File: src/rtl/spike_rate_encoder_if.sv
// Operand hand-off bundle for spike_rate_encoder.
//
// A source offers a {value, threshold, length} triple with in_valid and holds
// it until the encoder raises in_ready; the transfer happens on the rising
// edge where both are high.
//
// Signals:
//   in_valid  - source has a triple on the bus
//   in_ready  - encoder can take a triple this cycle
//   in_value  - signed value to encode (two's complement)
//   threshold - signed firing threshold (two's complement)
//   num_steps - train length in timesteps
//
// Modports:
//   master - the producer of triples
//   slave  - the encoder
interface spike_rate_encoder_if #(
  parameter int DATA_WIDTH = 16,
  parameter int STEP_WIDTH = 8
);
  logic                         in_valid;
  logic                         in_ready;
  logic signed [DATA_WIDTH-1:0] in_value;
  logic signed [DATA_WIDTH-1:0] threshold;
  logic [STEP_WIDTH-1:0]        num_steps;

  modport master (
    output in_valid, in_value, threshold, num_steps,
    input  in_ready
  );

  modport slave (
    input  in_valid, in_value, threshold, num_steps,
    output in_ready
  );
endinterface

File: src/rtl/spike_rate_encoder.sv
// Rate encoder: turns a signed value into a spike train of num_steps
// timesteps. It emits floor(N*v/thr) spikes, at most one per timestep, spread
// evenly by an accumulate-and-subtract scheme. Timesteps advance on the shared
// step_en strobe, so one encoder can drive one row of the spiking array in
// lock-step with its neighbours.
//
// Ports:
//   clk         - clock, rising edge
//   rstn        - synchronous active-low reset
//   bus         - slave side of the operand hand-off (valid/ready triple)
//   step_en     - advance one timestep
//   flush       - abort the current train (also blocks an accept in IDLE)
//   spike       - spike of the timestep just executed, qualified by spike_valid
//   spike_valid - one-cycle pulse per executed timestep
//   busy        - a train is in progress
//   done        - one-cycle pulse when a train completes
//   spike_count - spikes emitted in the current or most recent train
//
// DATA_WIDTH/STEP_WIDTH must match the parameters of the connected interface.
module spike_rate_encoder #(
  parameter int DATA_WIDTH = 16,
  parameter int STEP_WIDTH = 8
) (
  input  logic                  clk,
  input  logic                  rstn,
  spike_rate_encoder_if.slave   bus,
  input  logic                  step_en,
  input  logic                  flush,
  output logic                  spike,
  output logic                  spike_valid,
  output logic                  busy,
  output logic                  done,
  output logic [STEP_WIDTH-1:0] spike_count
);

  typedef enum logic [1:0] {
    ST_IDLE,
    ST_RUN,
    ST_DONE
  } state_t;

  localparam logic signed [DATA_WIDTH-1:0] ONE = DATA_WIDTH'(1);

  state_t                  state;
  logic                    ready_q;
  logic [DATA_WIDTH-1:0]   thr_q;
  logic [DATA_WIDTH-1:0]   v_q;
  logic [DATA_WIDTH-1:0]   acc;
  logic [STEP_WIDTH-1:0]   n_q;
  logic [STEP_WIDTH-1:0]   step;

  // Operand clamps. After clamping both thr and v are non-negative with
  // thr >= 1 and v <= thr, so the datapath below can work unsigned.
  logic signed [DATA_WIDTH-1:0] thr_clamped;
  logic signed [DATA_WIDTH-1:0] v_clamped;

  always_comb begin
    thr_clamped = (bus.threshold < ONE) ? ONE : bus.threshold;
    if (bus.in_value < 0)
      v_clamped = '0;
    else if (bus.in_value > thr_clamped)
      v_clamped = thr_clamped;
    else
      v_clamped = bus.in_value;
  end

  // One extra bit on the sum: acc < thr and v <= thr, so acc + v < 2*thr
  // always fits and the subtract-on-fire result fits back in DATA_WIDTH.
  logic [DATA_WIDTH:0]   sum;
  logic                  fire;
  logic [STEP_WIDTH-1:0] next_step;

  always_comb begin
    sum       = {1'b0, acc} + {1'b0, v_q};
    fire      = (sum >= {1'b0, thr_q});
    next_step = step + 1'b1;
  end

  assign bus.in_ready = ready_q;

  always_ff @(posedge clk) begin
    if (!rstn) begin
      state       <= ST_IDLE;
      ready_q     <= 1'b1;
      busy        <= 1'b0;
      done        <= 1'b0;
      spike       <= 1'b0;
      spike_valid <= 1'b0;
      spike_count <= '0;
      acc         <= '0;
      step        <= '0;
      thr_q       <= ONE;
      v_q         <= '0;
      n_q         <= '0;
    end else begin
      // Pulses default low so they last exactly one cycle.
      spike       <= 1'b0;
      spike_valid <= 1'b0;
      done        <= 1'b0;

      case (state)
        ST_IDLE: begin
          if (bus.in_valid && ready_q && !flush) begin
            thr_q       <= thr_clamped;
            v_q         <= v_clamped;
            n_q         <= bus.num_steps;
            acc         <= '0;
            step        <= '0;
            spike_count <= '0;
            ready_q     <= 1'b0;
            // A zero-length train goes straight to the completion pulse.
            if (bus.num_steps == '0) begin
              state <= ST_DONE;
              done  <= 1'b1;
              busy  <= 1'b0;
            end else begin
              state <= ST_RUN;
              busy  <= 1'b1;
            end
          end
        end

        ST_RUN: begin
          if (flush) begin
            state   <= ST_IDLE;
            ready_q <= 1'b1;
            busy    <= 1'b0;
          end else if (step_en) begin
            spike_valid <= 1'b1;
            step        <= next_step;
            if (fire) begin
              spike       <= 1'b1;
              acc         <= DATA_WIDTH'(sum - {1'b0, thr_q});
              spike_count <= spike_count + 1'b1;
            end else begin
              acc <= DATA_WIDTH'(sum);
            end
            // The last timestep's spike_valid and done land together.
            if (next_step == n_q) begin
              state <= ST_DONE;
              done  <= 1'b1;
              busy  <= 1'b0;
            end
          end
        end

        ST_DONE: begin
          state   <= ST_IDLE;
          ready_q <= 1'b1;
          busy    <= 1'b0;
        end

        default: begin
          state   <= ST_IDLE;
          ready_q <= 1'b1;
          busy    <= 1'b0;
        end
      endcase
    end
  end

endmodule

File: src/flat_wrapper.sv
// flat-port wrapper written by rule: the top's interface ports become plain ports
module spike_rate_encoder_flat 
#(
  parameter int DATA_WIDTH = 16,
  parameter int STEP_WIDTH = 8
)
  (clk, rstn, step_en, flush, spike, spike_valid, busy, done, spike_count, bus_in_valid, bus_in_value, bus_threshold, bus_num_steps, bus_in_ready);
  spike_rate_encoder_if #(.DATA_WIDTH(DATA_WIDTH), .STEP_WIDTH(STEP_WIDTH)) bus_i ();
  input  logic clk;
  input  logic rstn;
  input  logic step_en;
  input  logic flush;
  output logic spike;
  output logic spike_valid;
  output logic busy;
  output logic done;
  output logic [STEP_WIDTH-1:0] spike_count;
  input wire logic [$bits(bus_i.in_valid)-1:0] bus_in_valid;
  input wire logic [$bits(bus_i.in_value)-1:0] bus_in_value;
  input wire logic [$bits(bus_i.threshold)-1:0] bus_threshold;
  input wire logic [$bits(bus_i.num_steps)-1:0] bus_num_steps;
  output wire logic [$bits(bus_i.in_ready)-1:0] bus_in_ready;
  assign bus_i.in_valid = bus_in_valid;
  assign bus_i.in_value = bus_in_value;
  assign bus_i.threshold = bus_threshold;
  assign bus_i.num_steps = bus_num_steps;
  assign bus_in_ready = bus_i.in_ready;
  spike_rate_encoder #(.DATA_WIDTH(DATA_WIDTH), .STEP_WIDTH(STEP_WIDTH)) u_core (.clk(clk), .rstn(rstn), .bus(bus_i), .step_en(step_en), .flush(flush), .spike(spike), .spike_valid(spike_valid), .busy(busy), .done(done), .spike_count(spike_count));
endmodule
File: config.mk
export PLATFORM = sky130hd
export DESIGN_NAME = spike_rate_encoder_flat
export DESIGN_NICKNAME = d
export VERILOG_FILES = /design/src/rtl/spike_rate_encoder_if.sv /design/src/rtl/spike_rate_encoder.sv /design/src/flat_wrapper.sv
export SDC_FILE = /design/constraint.sdc
export NUM_CORES = 1
export LEC_CHECK = 0
export CAP_MARGIN = 40
export CORE_UTILIZATION = 60
export DETAILED_ROUTE_END_ITERATION = 7
export PLACE_DENSITY_LB_ADDON = 0.05
export REMOVE_ABC_BUFFERS = 1
export SYNTH_ARGS = -nofsm -noshare
export SYNTH_HDL_FRONTEND = slang
export SYNTH_SLANG_ARGS = --single-unit
File: constraint.sdc
create_clock -name clk -period 6.5 [get_ports clk]
set_input_delay 1.3 -clock clk [delete_from_list [all_inputs] [get_ports clk]]
set_output_delay 1.3 -clock clk [all_outputs]
set_load 0.03 [all_outputs]
==> results.toml <==
[placement]
place.detailed.hpwl_um = 10400
placed_area_mm2 = 0.00607
dp_cells = 819
gp_congestion = 0.895
portBuffers = 57

[critical_path]
cp_cell_sequence = "clkdlybuf4s50_1 > nor4_1 > and4_1 > ha_1 > nor2b_1 > inv_1 > ha_1 > a21o_1 > a21oi_1 > o21ai_0 > a31oi_1 > o211ai_1 > nand2_1 > mux2i_1 > o22ai_1"
slowest_delay_ps = 670
cp_max_fo = 16
path_class = "primary input to flop"
required_ps = 6720
slowest_stage = "nand2_1"
critPathBufInv = 2
cp.arrival_ps = 5130
cpMostUsedCell = "ha_1"
endpoint_kind = "flop"
cp_top_family = "simple AND/OR/NAND/NOR gates"
start_kind = "primary input"

[hold_path]
hp-class = "flop to flop"

[clocking]
clock-sinks = 78
post_cts_resize_count = 0
insertion_delay_ps = 360
cts_inserted_buffers = 9
cts_buffer_depth = 2
path_clk_slew_ps = 90
htreeDepth = 3
post_cts_buffers = 0
cts_hold_buf = 0
cts_root_buf = "clkbuf_8"
cts_tree = "yes"

[sta]
period_share_pct = 75.5
tns_ps = 0
fin_skew_ps = 18.0
rsz0062_at_grt = "no"
relSlewSlack_pct = 41.4
period_minus_slack_ps = 4910
tightest_slew_ps = 878
slew_violations = 0
finalSetupViolCount = 0
hold_viol = 0
fmax_mhz = 204

[synth]
synth_top_family_by_area = "simple AND/OR/NAND/NOR gates"
syn_area_mm2 = 0.00539
synthArstFlopShare_pct = 0
ys_warn_count = 0
synth_xor_area_share_pct = 6.18
synth_edf_count = 0
yosysSeqAreaShare_pct = 29.0
synth.avg_cell_area_um2 = 8.08
synthSimpleGateAreaFrac_pct = 21.5
synthCells = 667
synth_seq_cells = 78
synth_mux_area_share_pct = 5.02
synthDistinctLibCells = 66
synth_adder_area_share_pct = 12.6
synth_ff_type = "dfxtp_1"
synth_compound_area_share_pct = 21.0

[routing]
viasPerCell = 5.91
wl_per_cell_um = 16.0
dr.pass1.iters = 5
drtAntennaViolNets = 0
drt_iter0_markers = 204
drc = 0
vias = 4934
wirelength_um = 13300

[final_layout]
syn2layout_area_growth_pct = 16.5
layout_commonest_cell = "nand2_1"
fin_area_mm2 = 0.00627
layout_common_cells = "nand2_1 (102), dfxtp_1 (78), clkdlybuf4s50_1 (57)"
n_antenna_cell = 0
final_cells = 835
drive_above_1_share_pct = 5.23
finalNetCount = 820

[power_and_ir_drop]
finalPower_mw = 1.55
ir_drop_mv = 0.203
power.density_mw_per_mm2 = 247
p_leak_nw = 2.47

[outcome]
status = "completed"

[floorplanning]
pin_count = 58
num_rows = 34
dieArea_mm2 = 0.00936
initial_core_util_pct = 61.8
die_x_um = 96.8
core_mm2 = 0.00872
dieHeight_um = 96.8

[global_route]
grt_remaining_overflow = 0
grt_pass1_vias = 4849
gr-usage-all-layers_pct = 29.6
antenna_found_initial = 0
grt_max_degree = 40
grt_pass1_wl_um = 22800

[run]
cap_viol_max_count = 0
kinds of logic (layout without fill, tap and decap cells):
family,count (synthesis),in the layout
and+or+nand+nor,239,239
muxes,27,27
buffers and inverters,63,123
adders and majority gates,53,53
DFF,78,78
xor gates and xnor gates,38,38
AOI/OAI and AO/OA,169,169
final cells by class:
cell class	instances	area, um^2
Sequential cell	78	1560
Fill cell	696	2450
Tap cell	108	135
Timing Repair Buffer	63	631
Multi-Input combinational cell	526	3580
Clock inverter	5	63.8
Inverter	44	165
Clock buffer	11	141
stage by stage:
stage / setup slack [ps] / util (%) / hold slack, ps
after floorplan: 2240 / - / 429
after global placement: 1400 / 69.3 / 441
after detailed placement: 1290 / 69.6 / 450
after CTS: 1660 / 72.0 / 462
after global routing: 1240 / 72.0 / 485
final: 1590 / 72.0 / 459
worst paths after layout:
check                                              startpoint  cells past startpoint                            end  slack (ps)
worst max register to register     u_core.v_q[3]$_SDFFE_PN0P_                     18    u_core.acc[11]$_SDFFE_PN0P_        2090
worst min register to register  u_core.thr_q[15]$_SDFFE_PN0P_                      2  u_core.thr_q[15]$_SDFFE_PN0P_         460
worst max-delay path                        bus_threshold[10]                     15     u_core.v_q[1]$_SDFFE_PN0P_        1590
worst min-delay path            u_core.thr_q[15]$_SDFFE_PN0P_                      2  u_core.thr_q[15]$_SDFFE_PN0P_         460
metal layers:
| layer | vias to the layer above | global-route usage, % | share of wire, % |
|---|---|---|---|
| met5 | - | 0 | 0 |
| li1 | 2466 | - | - |
| met2 | 129 | 45.8 | 44 |
| met3 | 16 | 3.47 | 4.2 |
| met1 | 2323 | 43.0 | 50 |
| met4 | 0 | 9.07 | 1.3 |
worst register-to-register path, cell delays in order, from the launching register on:
cell and delay [ps]:
dfxtp_1 350, ha_1 350, o21ai_0 170, o21a_1 250, o31ai_1 350, nor2_1 130, o21ai_0 400, a21oi_1 150
xnor2_1 150, ha_1 310, and4_1 160, nand4_1 90, o21ai_0 100, a21oi_1 230, o21ai_4 150, or2_1 300
buf_8 180, and2_4 180, a221o_1 280
report_power, final:
group | internal [mW] | total (mW) | switching [mW]
sequential | 0.502 | 0.522 | 0.0201
combinational | 0.290 | 0.635 | 0.345
clock | 0.192 | 0.391 | 0.199
total | 0.985 | 1.55 | 0.564
state kept, by name, indices dropped and copies added (netlist names):
signal,flops
u_core.acc,16
u_core.spike,1
u_core.done,1
u_core.n_q,8
u_core.v_q,16
u_core.state,1
u_core.spike_valid,1
u_core.busy,1
u_core.thr_q,16
u_core.bus.in_ready,1
u_core.spike_count,8
u_core.step,8
synthesized netlist by cell type (3+ instances only):
master	instances	area [um^2]
a21o_1	5	37.5
nand3_1	14	70.1
a211oi_1	3	22.5
clkbuf_1	15	56.3
inv_1	44	165
o21a_1	9	67.6
a21oi_1	37	185
nor2_1	36	135
nand3b_1	3	22.5
a31oi_1	3	18.8
o31ai_1	8	60.1
and2_1	5	31.3
and3_1	3	18.8
or4_1	3	22.5
o211ai_1	3	22.5
a21boi_0	23	173
nand4_1	6	37.5
a22oi_1	3	22.5
and4_1	5	43.8
nor2b_1	24	150
ha_1	51	638
nor3_1	15	75.1
nor4_1	8	50.1
xnor2_1	32	280
xor2_1	6	52.6
nand2_1	102	383
dfxtp_1	78	1560
o21ai_0	46	230
mux2i_1	27	270
nand2b_1	3	18.8
(Power assumes the default switching activity.)
